**config.mk**
```make
export PLATFORM = sky130hd
export DESIGN_NAME = key_loader
export DESIGN_NICKNAME = d
export VERILOG_FILES = /design/src/rtl/key_loader_pkg.sv /design/src/rtl/key_parity.sv /design/src/rtl/key_loader.sv
export SDC_FILE = /design/constraint.sdc
export NUM_CORES = 1
export LEC_CHECK = 0
export ABC_AREA = 1
export BUFFER_PORTS_ARGS = -buffer_cell sky130_fd_sc_hd__buf_2
export CORE_MARGIN = 3
export CORE_UTILIZATION = 60
export DETAILED_ROUTE_END_ITERATION = 16
export PLACE_DENSITY = 0.87
export SLEW_MARGIN = 30
export SYNTH_ARGS = -nofsm -noshare
export SYNTH_HDL_FRONTEND = slang
export SYNTH_SLANG_ARGS = --single-unit
```
**constraint.sdc**
```tcl
create_clock -name clk -period 4.6 [get_ports clk]
set_clock_uncertainty 0.1 [all_clocks]
set_input_delay 0.23 -clock clk [delete_from_list [all_inputs] [get_ports clk]]
set_output_delay 0.23 -clock clk [all_outputs]
set_load 0.02 [all_outputs]
```
**src/rtl/key_loader_pkg.sv**
```systemverilog
// Shared types and constants for the serial key loader and its parity checker.
package key_loader_pkg;
  typedef enum logic [1:0] {KLR_IDLE, KLR_SHIFT, KLR_CHECK, KLR_ERR} klr_state_e;
  localparam logic KLR_PAR_EVEN = 1'b0;
  localparam int   KLR_KEY_W    = 8;
endpackage

```
**src/rtl/key_parity.sv**
```systemverilog
// Even-parity checker over a key plus its parity bit; also used by key readback checkers.
module key_parity
  import key_loader_pkg::*;
#(
  parameter int W = KLR_KEY_W + 1
) (
  input  logic [W-1:0] i_data,
  output logic         o_par_ok
);
  assign o_par_ok = ((^i_data) == KLR_PAR_EVEN);
endmodule

```
**src/rtl/key_loader.sv**
```systemverilog
// Bit-serial key loader: shifts a framed key into a shadow register, checks length and
// even parity, then commits atomically. Optional KEY_LOADER_ZEROIZE_EN clears the key on error.
module key_loader
  import key_loader_pkg::*;
#(
  parameter int KEY_W = KLR_KEY_W
) (
  input  logic             clk,
  input  logic             rst,
  input  logic             kin_valid,
  output logic             kin_ready,
  input  logic             kin_bit,
  input  logic             kin_last,
  output logic [KEY_W-1:0] key_out,
  output logic             key_valid,
  output logic             key_err,
  output logic             busy
);
  localparam int CNT_W = $clog2(KEY_W + 2);
  localparam logic [CNT_W-1:0] CNT_FULL = CNT_W'(KEY_W);

  klr_state_e       r_state, w_nstate;
  logic [CNT_W-1:0] r_cnt;
  logic [KEY_W-1:0] r_shadow;
  logic             r_par;
  logic             w_acc;
  logic             w_par_ok;
  logic             w_shift;

  assign kin_ready = (r_state == KLR_IDLE) || (r_state == KLR_SHIFT);
  assign w_acc     = kin_valid && kin_ready;
  assign key_err   = (r_state == KLR_ERR);
  assign busy      = (r_state != KLR_IDLE);
  // Only genuine key bits enter the shadow; a long frame's excess bit is dropped.
  assign w_shift   = w_acc && !kin_last && (r_cnt != CNT_FULL);

  key_parity #(.W(KEY_W + 1)) u_par (
    .i_data   ({r_shadow, r_par}),
    .o_par_ok (w_par_ok)
  );

  always_comb begin
    w_nstate = r_state;
    unique case (r_state)
      KLR_IDLE:
        if (w_acc) w_nstate = kin_last ? KLR_ERR : KLR_SHIFT;
      KLR_SHIFT:
        if (w_acc) begin
          if (kin_last)               w_nstate = (r_cnt == CNT_FULL) ? KLR_CHECK : KLR_ERR;
          else if (r_cnt == CNT_FULL) w_nstate = KLR_ERR;
        end
      KLR_CHECK: w_nstate = w_par_ok ? KLR_IDLE : KLR_ERR;
      KLR_ERR:   w_nstate = KLR_IDLE;
      default:   w_nstate = KLR_IDLE;
    endcase
  end

  always_ff @(posedge clk or negedge rst) begin
    if (!rst) begin
      r_state  <= KLR_IDLE;
      r_cnt    <= '0;
      r_shadow <= '0;
      r_par    <= 1'b0;
    end else begin
      r_state <= w_nstate;
      if (w_nstate == KLR_IDLE)                r_cnt <= '0;
      else if (w_acc && r_state == KLR_IDLE)   r_cnt <= CNT_W'(1);
      else if (w_acc && w_nstate == KLR_SHIFT) r_cnt <= r_cnt + CNT_W'(1);
      if (w_shift) r_shadow <= {r_shadow[KEY_W-2:0], kin_bit};
      if (w_acc && kin_last) r_par <= kin_bit;
    end
  end

  always_ff @(posedge clk or negedge rst) begin
    if (!rst) begin
      key_out   <= '0;
      key_valid <= 1'b0;
    end else if (r_state == KLR_CHECK && w_par_ok) begin
      key_out   <= r_shadow;
      key_valid <= 1'b1;
    end
`ifdef KEY_LOADER_ZEROIZE_EN
    else if (w_nstate == KLR_ERR) begin
      key_out   <= '0;
      key_valid <= 1'b0;
    end
`endif
  end
endmodule

```
# Word level (Yosys, flattened, before mapping)
# Cells that the tools add are included.
op_classes:
  order_cmp: 0
  n_eq_ne: 6
  mul: 0
  n_addsub: 1
  div: 0
  n_shift: 0
  mux: 11
  bitwise: 1
  reduce_logical: 14
op_table:
  columns: ["cell", "count"]
  rows:
  - ["$mux W2", 6]
  - ["$mux W4", 3]
  - ["$reduce_xor A9 Y1", 1]
  - ["$pmux W2 S4", 1]
  - ["$logic_and A1 B1 Y1", 7]
  - ["$add A4 B1 Y4 const B", 1]
  - ["$eq A2 B1 Y1 const B", 2]
  - ["$eq A2 B2 Y1 const B", 2]
  - ["$eq A4 B4 Y1 const B", 1]
  - ["$logic_not A2 Y1", 2]
  - ["$ne A4 B4 Y1 const B", 1]
  - ["$reduce_bool A3 Y1", 1]
  - ["$reduce_bool A2 Y1", 1]
  - ["$logic_not A1 Y1", 1]
  - ["$logic_or A1 B1 Y1", 1]
  - ["$mux W1", 1]
  - ["$not A1 Y1", 1]
totals:
  mem_count: 0
  ff_bits: 24
  out_inout_bits: 12
  elab_cells: 39
  ramBits: 0
  latchBits: 0
  inputBits: 5
  mem_bits_ro: 0

# Longest topological paths before layout
# Gate-level depths: netlist of run 1.
depth:
  ltp_word: 10
  ltp_mapped: 13
  depth_no_buf: 13

# Modules after synthesis
# A second synthesis of run 1 with hierarchy kept.
unflattened:
  hier_cells: 157
  hier_area_um2: 1275.0
by_module_without_submodules:
  columns: ["module", "n_inst", "cells_each", "seq_area_each_um2", "area_per_inst_um2"]
  rows:
  - ["key_loader", 1, 120, 600.6, 1122.3]
  - ["key_parity", 1, 37, 0.0, 152.6]

# Worst setup path after synthesis of run 1
# OpenSTA, ideal clock, no wires.
synth_timing:
  kind: "register to register"
  from: "register r_state[1]"
  to: "register r_cnt[0]"
  t_arrival_ns: 1.304
  slack_ns: 3.077
  synth_period_minus_slack_ns: 1.523
  stages_incl_launch_ff: 11
  setup_time_ns: 0.118
  required_time_ns: 4.382
  n_path_buf: 0
  cell_sequence: "dfrtp_1 > inv_2 > nand2_1 > inv_1 > nand2_1 > o21ai_1 > nand2_2 > nand2_4 > nand2_4 > nand2_1 > nand2_1"
synth_via:
  elab_chain_len: 8
  elab_cells_between_ends: 18
  classes_between: "eq/ne (4); mux (7); reduce/logical (7)"
synth_lines:
  columns: ["element", "line_no", "source"]
  rows:
  - ["start: declaration", "key_loader.sv:22", "klr_state_e r_state, w_nstate;"]
  - ["start signal: assignment", "key_loader.sv:65", "r_state <= w_nstate;"]
  - ["$eq A2 B1 Y1 / $logic_not A2 Y1 (equally long branches)", "key_loader.sv:30", "assign kin_ready = (r_state == KLR_IDLE) || (r_state == KLR_SHIFT);"]
  - ["$logic_or A1 B1 Y1 *", "key_loader.sv:30", null]
  - ["named net kin_ready", "key_loader.sv:11", "output logic kin_ready,"]
  - ["$logic_and A1 B1 Y1 *", "key_loader.sv:31", "assign w_acc = kin_valid && kin_ready;"]
  - ["$mux W2 (on tied branches)", "key_loader.sv:48, key_loader.sv:46", null]
  - ["$pmux W2 S4", "key_loader.sv:44", "unique case (r_state)"]
  - ["$eq A2 B1 Y1", "key_loader.sv:68", "else if (w_acc && w_nstate == KLR_SHIFT) r_cnt <= r_cnt + CNT_W'(1);"]
  - ["$logic_and A1 B1 Y1", "key_loader.sv:68", null]
  - ["$reduce_bool A3 Y1 (no source line)", null, null]
  - ["end signal: assignment", "key_loader.sv:68", null]
  - ["end: declaration", "key_loader.sv:23", "logic [CNT_W-1:0] r_cnt;"]
# The timed path passes the listed nets; every way through them passes the cells marked *.
# A chain may end at the register's enable or synchronous reset.

# Worst setup path after layout of run 1
layout_timing:
  from: "register r_cnt[0]"
  to: "register r_shadow[1]"
layout_via:
  elab_chain_len: 2
layout_lines:
  columns: ["element", "line_no", "source"]
  rows:
  - ["$ne A4 B4 Y1", "key_loader.sv:35", "assign w_shift = w_acc && !kin_last && (r_cnt != CNT_FULL);"]
  - ["$logic_and A1 B1 Y1", "key_loader.sv:35", null]
  - ["end signal: assignment", "key_loader.sv:69", "if (w_shift) r_shadow <= {r_shadow[KEY_W-2:0], kin_bit};"]
  - ["end: declaration", "key_loader.sv:24", "logic [KEY_W-1:0] r_shadow;"]
# No other way between the ends.

==> impl_metrics.csv, run 1 <==
group,metric,value,unit
run_status,run_status,"finished clean",
placed_design,io_buffer_count,16,
detailed_routing,wl_per_cell,10.8,um
worst_setup_path,slowest_delay,0.44,ns
floorplanning,die_y,52.7,um
clocking,clk_pin_slew,0.13,ns
pwr,vdd_drop_max,0.392,mV
job,max_cap_violations,0,
sta,fmax,0.603,GHz
detailed_routing,drc,0,
detailed_routing,drt_iter0_markers,19,
global_route,grt_max_degree,25,
sta,setup_viol,0,
cells_and_area,num-nets-final,190,
cells_and_area,fillers,157,
worst_setup_path,cp_slowest_cell,"dfrtp_1",
synthesis,syn-num-nets,170,
synthesis,ys_top_cells_by_area,"dfrtp_1 (46%), nand2_1 (17%), o21ai_2 (5.4%), inv_1 (4.3%), o21ai_0 (3.4%)",
clocking,cts-root-buf,"clkbuf_4",
clocking,clock_path_buffers,2,
worst_hold_path,hp-start,"kin_bit",
synthesis,syn_avg_cell_area,8.01,um2
pwr,leakage,0.000817,uW
worst_hold_path,hold_path.class,"in -> reg",
detailed_routing,drt-total-wl,2.26,mm
worst_setup_path,startpoint_type,"flop",
floorplanning,die_w,52.7,um
detailed_routing,drtAntennaViolNets,0,
detailed_routing,via_per_inst,4.92,
synthesis,synth_area,0.00131,mm2
clocking,cts_tree,"done",
sta,finalMaxSlewViolations,0,
cells_and_area,utilization,73.3,%
synthesis,synth_top_area_share,46.0,%
clocking,cts_setup_buffers,0,
clocking,clock_latency,0.32,ns
worst_setup_path,cp_cell_sequence,"inv_1 -> ha_1 -> nand3b_1 -> nand3_1 -> o21ai_0",
clocking,cts_sinks,24,
worst_setup_path,crit_required,4.73,ns
placed_design,place_ws,2.96,ns
worst_setup_path,r2r_cells,5,
worst_setup_path,crit_path_max_fanout,16,
floorplanning,core-area,0.00200,mm2
sta,relSlewSlack,66.2,%
floorplanning,initial_core_util,65.3,%
sta,fin_crit_sh,36.1,%
sta,setup_slack,2.94,ns
worst_setup_path,reg2reg_from,"r_cnt[0]",
sta,fin_tns_setup,0,ns
floorplanning,num_rows,16,
worst_setup_path,ff2ff_setup_slack,2.94,ns
synthesis,synthDistinctLibCells,20,
cells_and_area,diodes,0,
worst_hold_path,min_delay_path_depth,3,
synthesis,yosysSeqAreaShare,46.0,%
sta,hold_violations,0,
sta,rsz0062_at_grt,"no",
worst_setup_path,arrival,1.79,ns
clocking,numCtsBuffers,3,
detailed_routing,drtPass1Iterations,5,
placed_design,hpwl,1.75,mm
worst_setup_path,r2r_end,"r_shadow[1]",
worst_setup_path,worstSetupPathType,"reg -> reg",
detailed_routing,vias,1028,
cells_and_area,final_common_cell,"nand2_1",
sta,min_period,1.66,ns
synthesis,ys_seq_elements,24,
sta,whs,0.0698,ns
floorplanning,die-area,0.00277,mm2
cells_and_area,drive_above_1_share,29.1,%
synthesis,yosys_warnings,0,
cells_and_area,final_cell_mix,"nand2_1 (60), dfrtp_1 (24), buf_2 (16)",
synthesis,synth_top_area_cell,"dfrtp_1",
global_route,grt-ovfl-total,0,
synthesis,postSynthCellCount,163,
global_route,grt_pass1_vias,947,
floorplanning,io_pins,17,
pwr,p_per_area,730,mW/mm2
worst_setup_path,worst_setup_path_end_kind,"flop",
global_route,grt_antenna_before_repair,0,
placed_design,gp_congestion,0.854,
global_route,grt_util_all_layers,19.2,%
worst_hold_path,holdPathEnd,"r_shadow[0]",
clocking,htree_levels,1,
sta,tightest_slew,0.507,ns
cells_and_area,syn_to_final_growth,12.4,%
global_route,grt_pass1_wl,3.97,mm
-- metrics by stage --
step	total power (uW)	area [um2]	instances
after floorplan	809	1310	163
after global placement	898	1410	204
after detailed placement	921	1410	204
after CTS	1080	1470	209
after global routing	1160	1470	209
final	1070	1470	209
-- state kept, by name, summed over array words and instances, names as in the netlist --
| register | count |
|---|---|
| key_out | 8 |
| key_valid | 1 |
| r_cnt | 4 |
| r_par | 1 |
| r_shadow | 8 |
| r_state | 2 |
-- layer usage --
layer,global-route usage (%),vias to the layer above,share of wire [%]
met2,32.2,26,47
met4,6.81,0,1.0
met1,24.5,451,48
met5,0,-,0
li1,-,547,-
met3,3.42,4,3.8
-- power breakdown --
group / leakage, uW / total, uW / switching, uW / internal [uW]
Combinational: 0.000478 / 554 / 365 / 189
Clock: 0.0000279 / 154 / 65.4 / 88.1
Sequential: 0.000312 / 363 / 73.6 / 289
-- what timing repair did --
| item | in CTS | in global routing |
|---|---|---|
| hold buffers | 1 | 0 |
| resized for setup | 0 | 0 |
| hold endpoints to repair | 24 | 0 |
-- final cells by class --
cell class | count | area (um2) | area share (%)
Clock inverter | 1 | 30.0 | 2.05
Sequential cell | 24 | 601 | 40.9
Inverter | 23 | 88.8 | 6.05
Timing Repair Buffer | 17 | 90.1 | 6.14
Clock buffer | 3 | 22.5 | 1.53
Multi-Input combinational cell | 114 | 602 | 41.0
Tap cell | 27 | 33.8 | 2.30
-- Yosys cell counts --
cell,number
nor2_1,4
nand3_1,5
dfrtp_1,24
clkbuf_1,1
nand2_2,7
inv_1,15
xor2_1,2
nand2_4,3
buf_6,1
nand3b_1,1
nand4_1,4
o21ai_0,9
ha_1,2
inv_4,1
o21ai_1,2
inv_2,7
nand2_1,60
nor2_2,3
nand3_2,4
o21ai_2,8
-- critical path: cells and delay by family, from the launching register on --
family / cells / cell delay [ns]
simple gates: 2 / 0.49
flops: 1 / 0.44
compound gates: 1 / 0.30
fa+ha+maj: 1 / 0.19
buf+inv: 1 / 0.07
-- cell families after synthesis --
family | count (synthesis) | share of synthesized area (%)
xor+xnor | 2 | 1.34
fa+ha+maj | 2 | 1.92
buf+inv | 25 | 7.95
compound gates | 19 | 9.58
flops | 24 | 46.0
simple gates | 91 | 33.2
-- worst max-delay path by stage --
stage	cells past startpoint	start	slack [ns]	end
after floorplan	10	r_state[1]	3.08	r_cnt[0]
after global placement	10	r_state[1]	3.03	r_cnt[2]
after detailed placement	5	r_cnt[0]	2.96	r_shadow[1]
after CTS	5	r_cnt[0]	2.93	r_shadow[1]
after global routing	5	r_cnt[0]	2.70	r_shadow[7]
final	5	r_cnt[0]	2.94	r_shadow[1]
Note: power is estimated with default switching activity, not from simulation.
==> run 2, diff against run 1 <==
--- a/config.mk
+++ b/config.mk
@@ -8,9 +8,9 @@
 export ABC_AREA = 1
 export BUFFER_PORTS_ARGS = -buffer_cell sky130_fd_sc_hd__buf_2
 export CORE_MARGIN = 3
-export CORE_UTILIZATION = 60
+export CORE_UTILIZATION = 56
 export DETAILED_ROUTE_END_ITERATION = 16
-export PLACE_DENSITY = 0.87
+export PLACE_DENSITY = 0.83
 export SLEW_MARGIN = 30
 export SYNTH_ARGS = -nofsm -noshare
 export SYNTH_HDL_FRONTEND = slang
==> constraint.sdc (replaced) <==
create_clock -name clk -period 1.65 [get_ports clk]
set_clock_uncertainty 0.1 [all_clocks]
set_input_delay 0.0825 -clock clk [delete_from_list [all_inputs] [get_ports clk]]
set_output_delay 0.0825 -clock clk [all_outputs]
set_load 0.02 [all_outputs]
==> impl_metrics.csv, run 2 (synthesis gave the netlist of run 1 again) <==
group,metric,value,unit
sta,relSlewSlack,65.1,%
clocking,cts_sinks,24,
pwr,pwr-share-comb,58.0,%
clocking,clock_latency,0.32,ns
floorplanning,die_w,54.3,um
worst_setup_path,crit_path_max_fanout,5,
worst_setup_path,startpoint_type,"flop",
placed_design,numPlacedInstances,207,
cells_and_area,final_common_cell,"nand2_1",
global_route,grt_max_degree,25,
cells_and_area,fillers,146,
placed_design,gp_congestion,0.847,
global_route,grt_util_all_layers,20.3,%
sta,fin_crit_sh,101,%
worst_setup_path,cp_cell_sequence,"inv_2 -> nand2_2 -> nand2_1 -> nand2_2 -> nand2_2 -> nand2_2 -> nand3_4 -> nand3_4 -> nand3_2 -> nand4_1 -> nand2_1",
placed_design,place_ws,0.0316,ns
clocking,cts-root-buf,"clkbuf_4",
pwr,p_per_area,2110,mW/mm2
cells_and_area,diodes,0,
worst_hold_path,hold_path.class,"in -> reg",
worst_setup_path,crit_required,1.76,ns
cells_and_area,final_cell_mix,"nand2_1 (54), dfrtp_1 (23), buf_2 (16)",
clocking,cts_tree,"done",
pwr,p_clk_share,12.4,%
worst_hold_path,holdPathEnd,"r_state[1]",
detailed_routing,drt-total-wl,2.72,mm
pwr,leakage,0.000880,uW
detailed_routing,wl_met1,1.13,mm
detailed_routing,vias,1149,
worst_setup_path,reg2reg_from,"r_shadow[1]",
cells_and_area,reg.largest.list,"key_out: 8 flops, r_shadow: 8 flops, r_cnt: 4 flops",
clocking,clock_path_buffers,2,
detailed_routing,wl_per_cell,12.3,um
pwr,internal-power,1780,uW
floorplanning,die-area,0.00295,mm2
global_route,grt_antenna_before_repair,0,
detailed_routing,drc,0,
job,max_cap_violations,0,
placed_design,hpwl,1.77,mm
floorplanning,io_pins,17,
global_route,grt-ovfl-total,0,
worst_setup_path,cp_slowest_cell,"dfrtp_1",
pwr,p_sw_share,48.0,%
sta,rsz0062_at_grt,"yes",
sta,hold_violations,0,
worst_setup_path,slowest_delay,0.44,ns
worst_setup_path,worst_setup_path_end_kind,"flop",
sta,finalMaxSlewViolations,0,
cells_and_area,syn_to_final_growth,24.0,%
run_status,violations,"setup timing",
floorplanning,die_y,54.3,um
global_route,grt_pass1_vias,973,
detailed_routing,drt_iter0_markers,39,
sta,tightest_slew,0.524,ns
worst_setup_path,r2r_cells,11,
placed_design,post_dp_cell_area,0.00143,mm2
worst_setup_path,worstSetupPathType,"reg -> reg",
floorplanning,core-area,0.00208,mm2
sta,min_period,1.67,ns
global_route,grt_pass1_wl,4.22,mm
sta,fmax,0.598,GHz
detailed_routing,drtPass1Iterations,4,
pwr,pwr-share-seq,29.6,%
cells_and_area,num-nets-final,202,
floorplanning,initial_core_util,62.7,%
clocking,htree_levels,1,
cells_and_area,stdcell_area,0.00162,mm2
sta,setup_slack,-0.0217,ns
pwr,vdd_drop_max,1.31,mV
detailed_routing,drtAntennaViolNets,0,
worst_setup_path,r2r_end,"r_cnt[1]",
run_status,run_status,"finished, violations left",
cells_and_area,drive_above_1_share,37.6,%
detailed_routing,wl_met2,1.38,mm
worst_setup_path,critPathMostFrequentCell,"nand2_2",
detailed_routing,top_layer,"met4",
floorplanning,num_rows,16,
worst_hold_path,min_delay_path_depth,5,
clocking,clk_pin_slew,0.14,ns
cells_and_area,ff_latch_area,602,um2
worst_hold_path,hp-start,"kin_valid",
cells_and_area,instances_no_fill,221,
worst_setup_path,arrival,1.79,ns
placed_design,io_buffer_count,16,
cells_and_area,multi_input_area,658,um2
clocking,numCtsBuffers,3,
pwr,finalPower,3420,uW
detailed_routing,wl_met3,149,um
sta,setup_viol,4,
worst_setup_path,setup.worst_path.start,"r_shadow[1]",
detailed_routing,via_per_inst,5.20,
worst_setup_path,ff2ff_setup_slack,-0.02,ns
pwr,power_switching,1640,uW
run 2: changes by cell type in the layout (fill, tap and decap cells not counted), sizes merged:
cell | previous run | this run
buf | 16 | 26
dlygate4sd3 | 1 | 3
run 2: worst max-delay path by stage:
| stage | endpoint | slack, ns | cells past startpoint |
|---|---|---|---|
| finish | r_cnt[1] | -0.02 | 11 |
| global route | r_cnt[1] | -0.16 | 12 |
| CTS | r_cnt[1] | 0.01 | 13 |
| detailed placement | r_cnt[3] | 0.03 | 12 |
| global placement | r_cnt[1] | 0.09 | 12 |
| floorplan | r_cnt[0] | 0.13 | 10 |
run 2: repair_timing:
action                                 CTS  global route
endpoints found under the hold margin   27             0
hold buffers                             3             0
buffers inserted                         0             7
resized for setup                        0            14
setup endpoints to repair                0            14
run 2: layout make-up:
type	count	area share (%)
timing repair buffer	29	11.4
inverter	23	5.48
clock buffer	3	1.39
tap	27	2.08
multi-input combinational	114	40.6
sequential	24	37.1
clock inverter	1	1.85
run 2: worst max-delay path, delay by kind of cell (launching register included):
kind                   cells  cell delay [ns]
and+or+nand+nor           10             0.95
DFF                        1             0.44
buffers and inverters      1             0.08
run 2: metrics by stage:
step | hold WS, ns | util, % | setup TNS, ns
after CTS | 0.0977 | 72.5 | 0
final | 0.131 | 77.8 | -0.0583
after floorplan | -0.313 | - | 0
after detailed placement | -0.0135 | 68.6 | 0
after global placement | -0.0156 | 68.6 | 0
after global routing | 0.155 | 77.8 | -1.62
run 2: metal layers:
layer / vias up / GRT usage, %
li1: 572 / -
met1: 528 / 26.8
met2: 42 / 31.9
met3: 7 / 3.00
met4: 0 / 11.2
met5: - / 0
run 2: power by group through the flow:
stage          Combinational, uW  Sequential, uW  Clock, uW
5_1_grt                     2210            1050        448
3_3_place_gp                1530             997          0
4_1_cts                     1610            1000        431
2_1_floorplan               1180            1070          0
6_report                    1990            1010        425
3_5_place_dp                1600            1010          0
==> run 3, diff against run 2 <==
--- a/config.mk
+++ b/config.mk
@@ -11,6 +11,7 @@
 export CORE_UTILIZATION = 56
 export DETAILED_ROUTE_END_ITERATION = 16
 export PLACE_DENSITY = 0.83
+export RECOVER_POWER = 50
 export SLEW_MARGIN = 30
 export SYNTH_ARGS = -nofsm -noshare
 export SYNTH_HDL_FRONTEND = slang
==> impl_metrics.csv, run 3 (synthesis gave the netlist of run 1 again) <==
group,metric,value,unit
detailed_routing,wl_per_cell,12.3,um
worst_setup_path,cp_cell_sequence,"inv_2 -> nand2_2 -> nand2_1 -> nand2_2 -> nand2_2 -> nand2_2 -> nand3_4 -> nand3_4 -> nand3_2 -> nand4_1 -> nand2_1",
placed_design,hpwl,1.77,mm
run_status,run_status,"finished, violations left",
worst_setup_path,reg2reg_from,"r_shadow[1]",
floorplanning,core-area,0.00208,mm2
worst_setup_path,startpoint_type,"flop",
global_route,grt_antenna_before_repair,0,
worst_setup_path,cp.buffers_inverters,1,
worst_setup_path,setup.worst_path.start,"r_shadow[1]",
clocking,numCtsBuffers,3,
floorplanning,initial_core_util,62.7,%
worst_setup_path,cp_slowest_cell,"dfrtp_1",
worst_setup_path,crit_cells,11,
sta,rsz0062_at_grt,"yes",
worst_setup_path,crit_path_max_fanout,5,
global_route,grt-ovfl-total,0,
sta,tightest_slew,0.582,ns
worst_setup_path,ff2ff_setup_slack,-0.02,ns
clocking,cts-root-buf,"clkbuf_4",
cells_and_area,drive_above_1_share,37.6,%
detailed_routing,drc,0,
cells_and_area,final_common_cell,"nand2_1",
sta,relSlewSlack,61.2,%
worst_setup_path,critPathMostFrequentCell,"nand2_2",
detailed_routing,drt_iter0_markers,39,
floorplanning,io_pins,17,
sta,min_period,1.67,ns
clocking,cts_tree,"done",
clocking,clock_latency,0.32,ns
sta,fin_crit_sh,101,%
worst_setup_path,cp_top_family,"simple AND/OR/NAND/NOR gates",
worst_setup_path,endpoint,"r_cnt[1]",
detailed_routing,via_per_inst,5.20,
cells_and_area,diodes,0,
worst_hold_path,hp-start,"kin_valid",
run_status,violations,"setup timing",
sta,hold_violations,0,
clocking,clk_pin_slew,0.14,ns
worst_setup_path,crit_required,1.76,ns
cells_and_area,fillers,146,
sta,setup_viol,4,
global_route,grt_max_degree,25,
sta,setup_slack,-0.0217,ns
global_route,grt_util_all_layers,20.3,%
global_route,grt_pass1_vias,973,
placed_design,numPlacedInstances,207,
detailed_routing,drt-total-wl,2.72,mm
worst_setup_path,worst_setup_path_end_kind,"flop",
pwr,finalPower,3420,uW
global_route,grt_pass1_wl,4.22,mm
placed_design,post_dp_cell_area,0.00143,mm2
cells_and_area,reg.largest.list,"key_out: 8 flops, r_shadow: 8 flops, r_cnt: 4 flops",
pwr,vdd_drop_max,1.31,mV
worst_setup_path,worstSetupPathType,"reg -> reg",
worst_setup_path,r2r_cells,11,
cells_and_area,instances_no_fill,221,
job,max_cap_violations,0,
cells_and_area,final_cell_mix,"nand2_1 (54), dfrtp_1 (23), inv_1 (15), buf_2 (15), nand2_2 (12)",
floorplanning,die_w,54.3,um
worst_setup_path,slowest_delay,0.44,ns
floorplanning,die-area,0.00295,mm2
cells_and_area,syn_to_final_growth,24.0,%
floorplanning,die_y,54.3,um
clocking,htree_levels,1,
cells_and_area,num-nets-final,202,
detailed_routing,drtAntennaViolNets,0,
placed_design,io_buffer_count,16,
placed_design,gp_congestion,0.847,
worst_setup_path,r2r_end,"r_cnt[1]",
sta,fmax,0.598,GHz
clocking,clock_path_buffers,2,
cells_and_area,stdcell_area,0.00162,mm2
floorplanning,num_rows,16,
worst_setup_path,arrival,1.79,ns
pwr,p_per_area,2110,mW/mm2
clocking,cts_sinks,24,
pwr,leakage,0.000881,uW
detailed_routing,vias,1149,
detailed_routing,drtPass1Iterations,4,
worst_hold_path,hold_path.class,"in -> reg",
sta,finalMaxSlewViolations,0,
-- run 3: cell count changes in the layout (fill, tap and decap cells not counted), sizes merged --
| cell | delta |
|---|---|
| buf | -1 |
| clkbuf | +1 |
-- run 3: where the power goes --
part	internal (uW)	switching, uW	total [uW]	leakage [uW]
sequential	809	206	1010	0.000310
combinational	726	1260	1990	0.000542
clock	246	179	425	0.0000279
-- run 3: cell type report --
| cell class | instances | area (um2) | area share [%] |
|---|---|---|---|
| Clock inverter | 1 | 30.0 | 1.85 |
| Inverter | 23 | 88.8 | 5.48 |
| Clock buffer | 3 | 22.5 | 1.39 |
| Sequential cell | 24 | 602 | 37.1 |
| Timing Repair Buffer | 29 | 185 | 11.4 |
| Multi-Input combinational cell | 114 | 658 | 40.6 |
| Tap cell | 27 | 33.8 | 2.08 |
-- run 3: worst min path at each step --
stage / to / slack, ns / cells after the start
2_1_floorplan: key_out[0] / -0.31 / 0
3_3_place_gp: r_shadow[7] / -0.02 / 1
3_5_place_dp: key_out[6] / -0.01 / 1
4_1_cts: r_state[1] / 0.1 / 5
5_1_grt: r_state[1] / 0.15 / 5
6_report: r_state[1] / 0.13 / 5
-- run 3: stage by stage --
stage / setup WS (ns) / TNS (ns) / util (%) / hold slack, ns
CTS: 0.0116 / 0 / 72.5 / 0.0977
global placement: 0.0894 / 0 / 68.6 / -0.0156
detailed placement: 0.0316 / 0 / 68.6 / -0.0135
global route: -0.162 / -1.62 / 77.8 / 0.155
finish: -0.0217 / -0.0583 / 77.8 / 0.131
floorplan: 0.127 / 0 / - / -0.313
-- run 3: what timing repair did --
item	CTS	global route
setup buffers	0	7
endpoints found under the setup margin	0	14
gates resized for setup	0	14
hold buffers	3	0
endpoints found under the hold margin	27	0
-- run 3: worst reg2reg max path, delay by kind of cell, from the launching register on --
kind	cells	cell delay [ns]
flip-flops	1	0.44
buffers and inverters	1	0.09
AND/OR/NAND/NOR	10	0.95
-- run 3: metal layers --
| metal | vias to the layer above | part of all wire, % | track usage (%) | wire (um) |
|---|---|---|---|---|
| li1 | 572 | - | - | - |
| met4 | 0 | 1.9 | 11.2 | 51 |
| met3 | 7 | 5.5 | 3.00 | 149 |
| met5 | - | 0 | 0 | 0 |
| met2 | 42 | 51 | 31.9 | 1380 |
| met1 | 528 | 42 | 26.8 | 1130 |
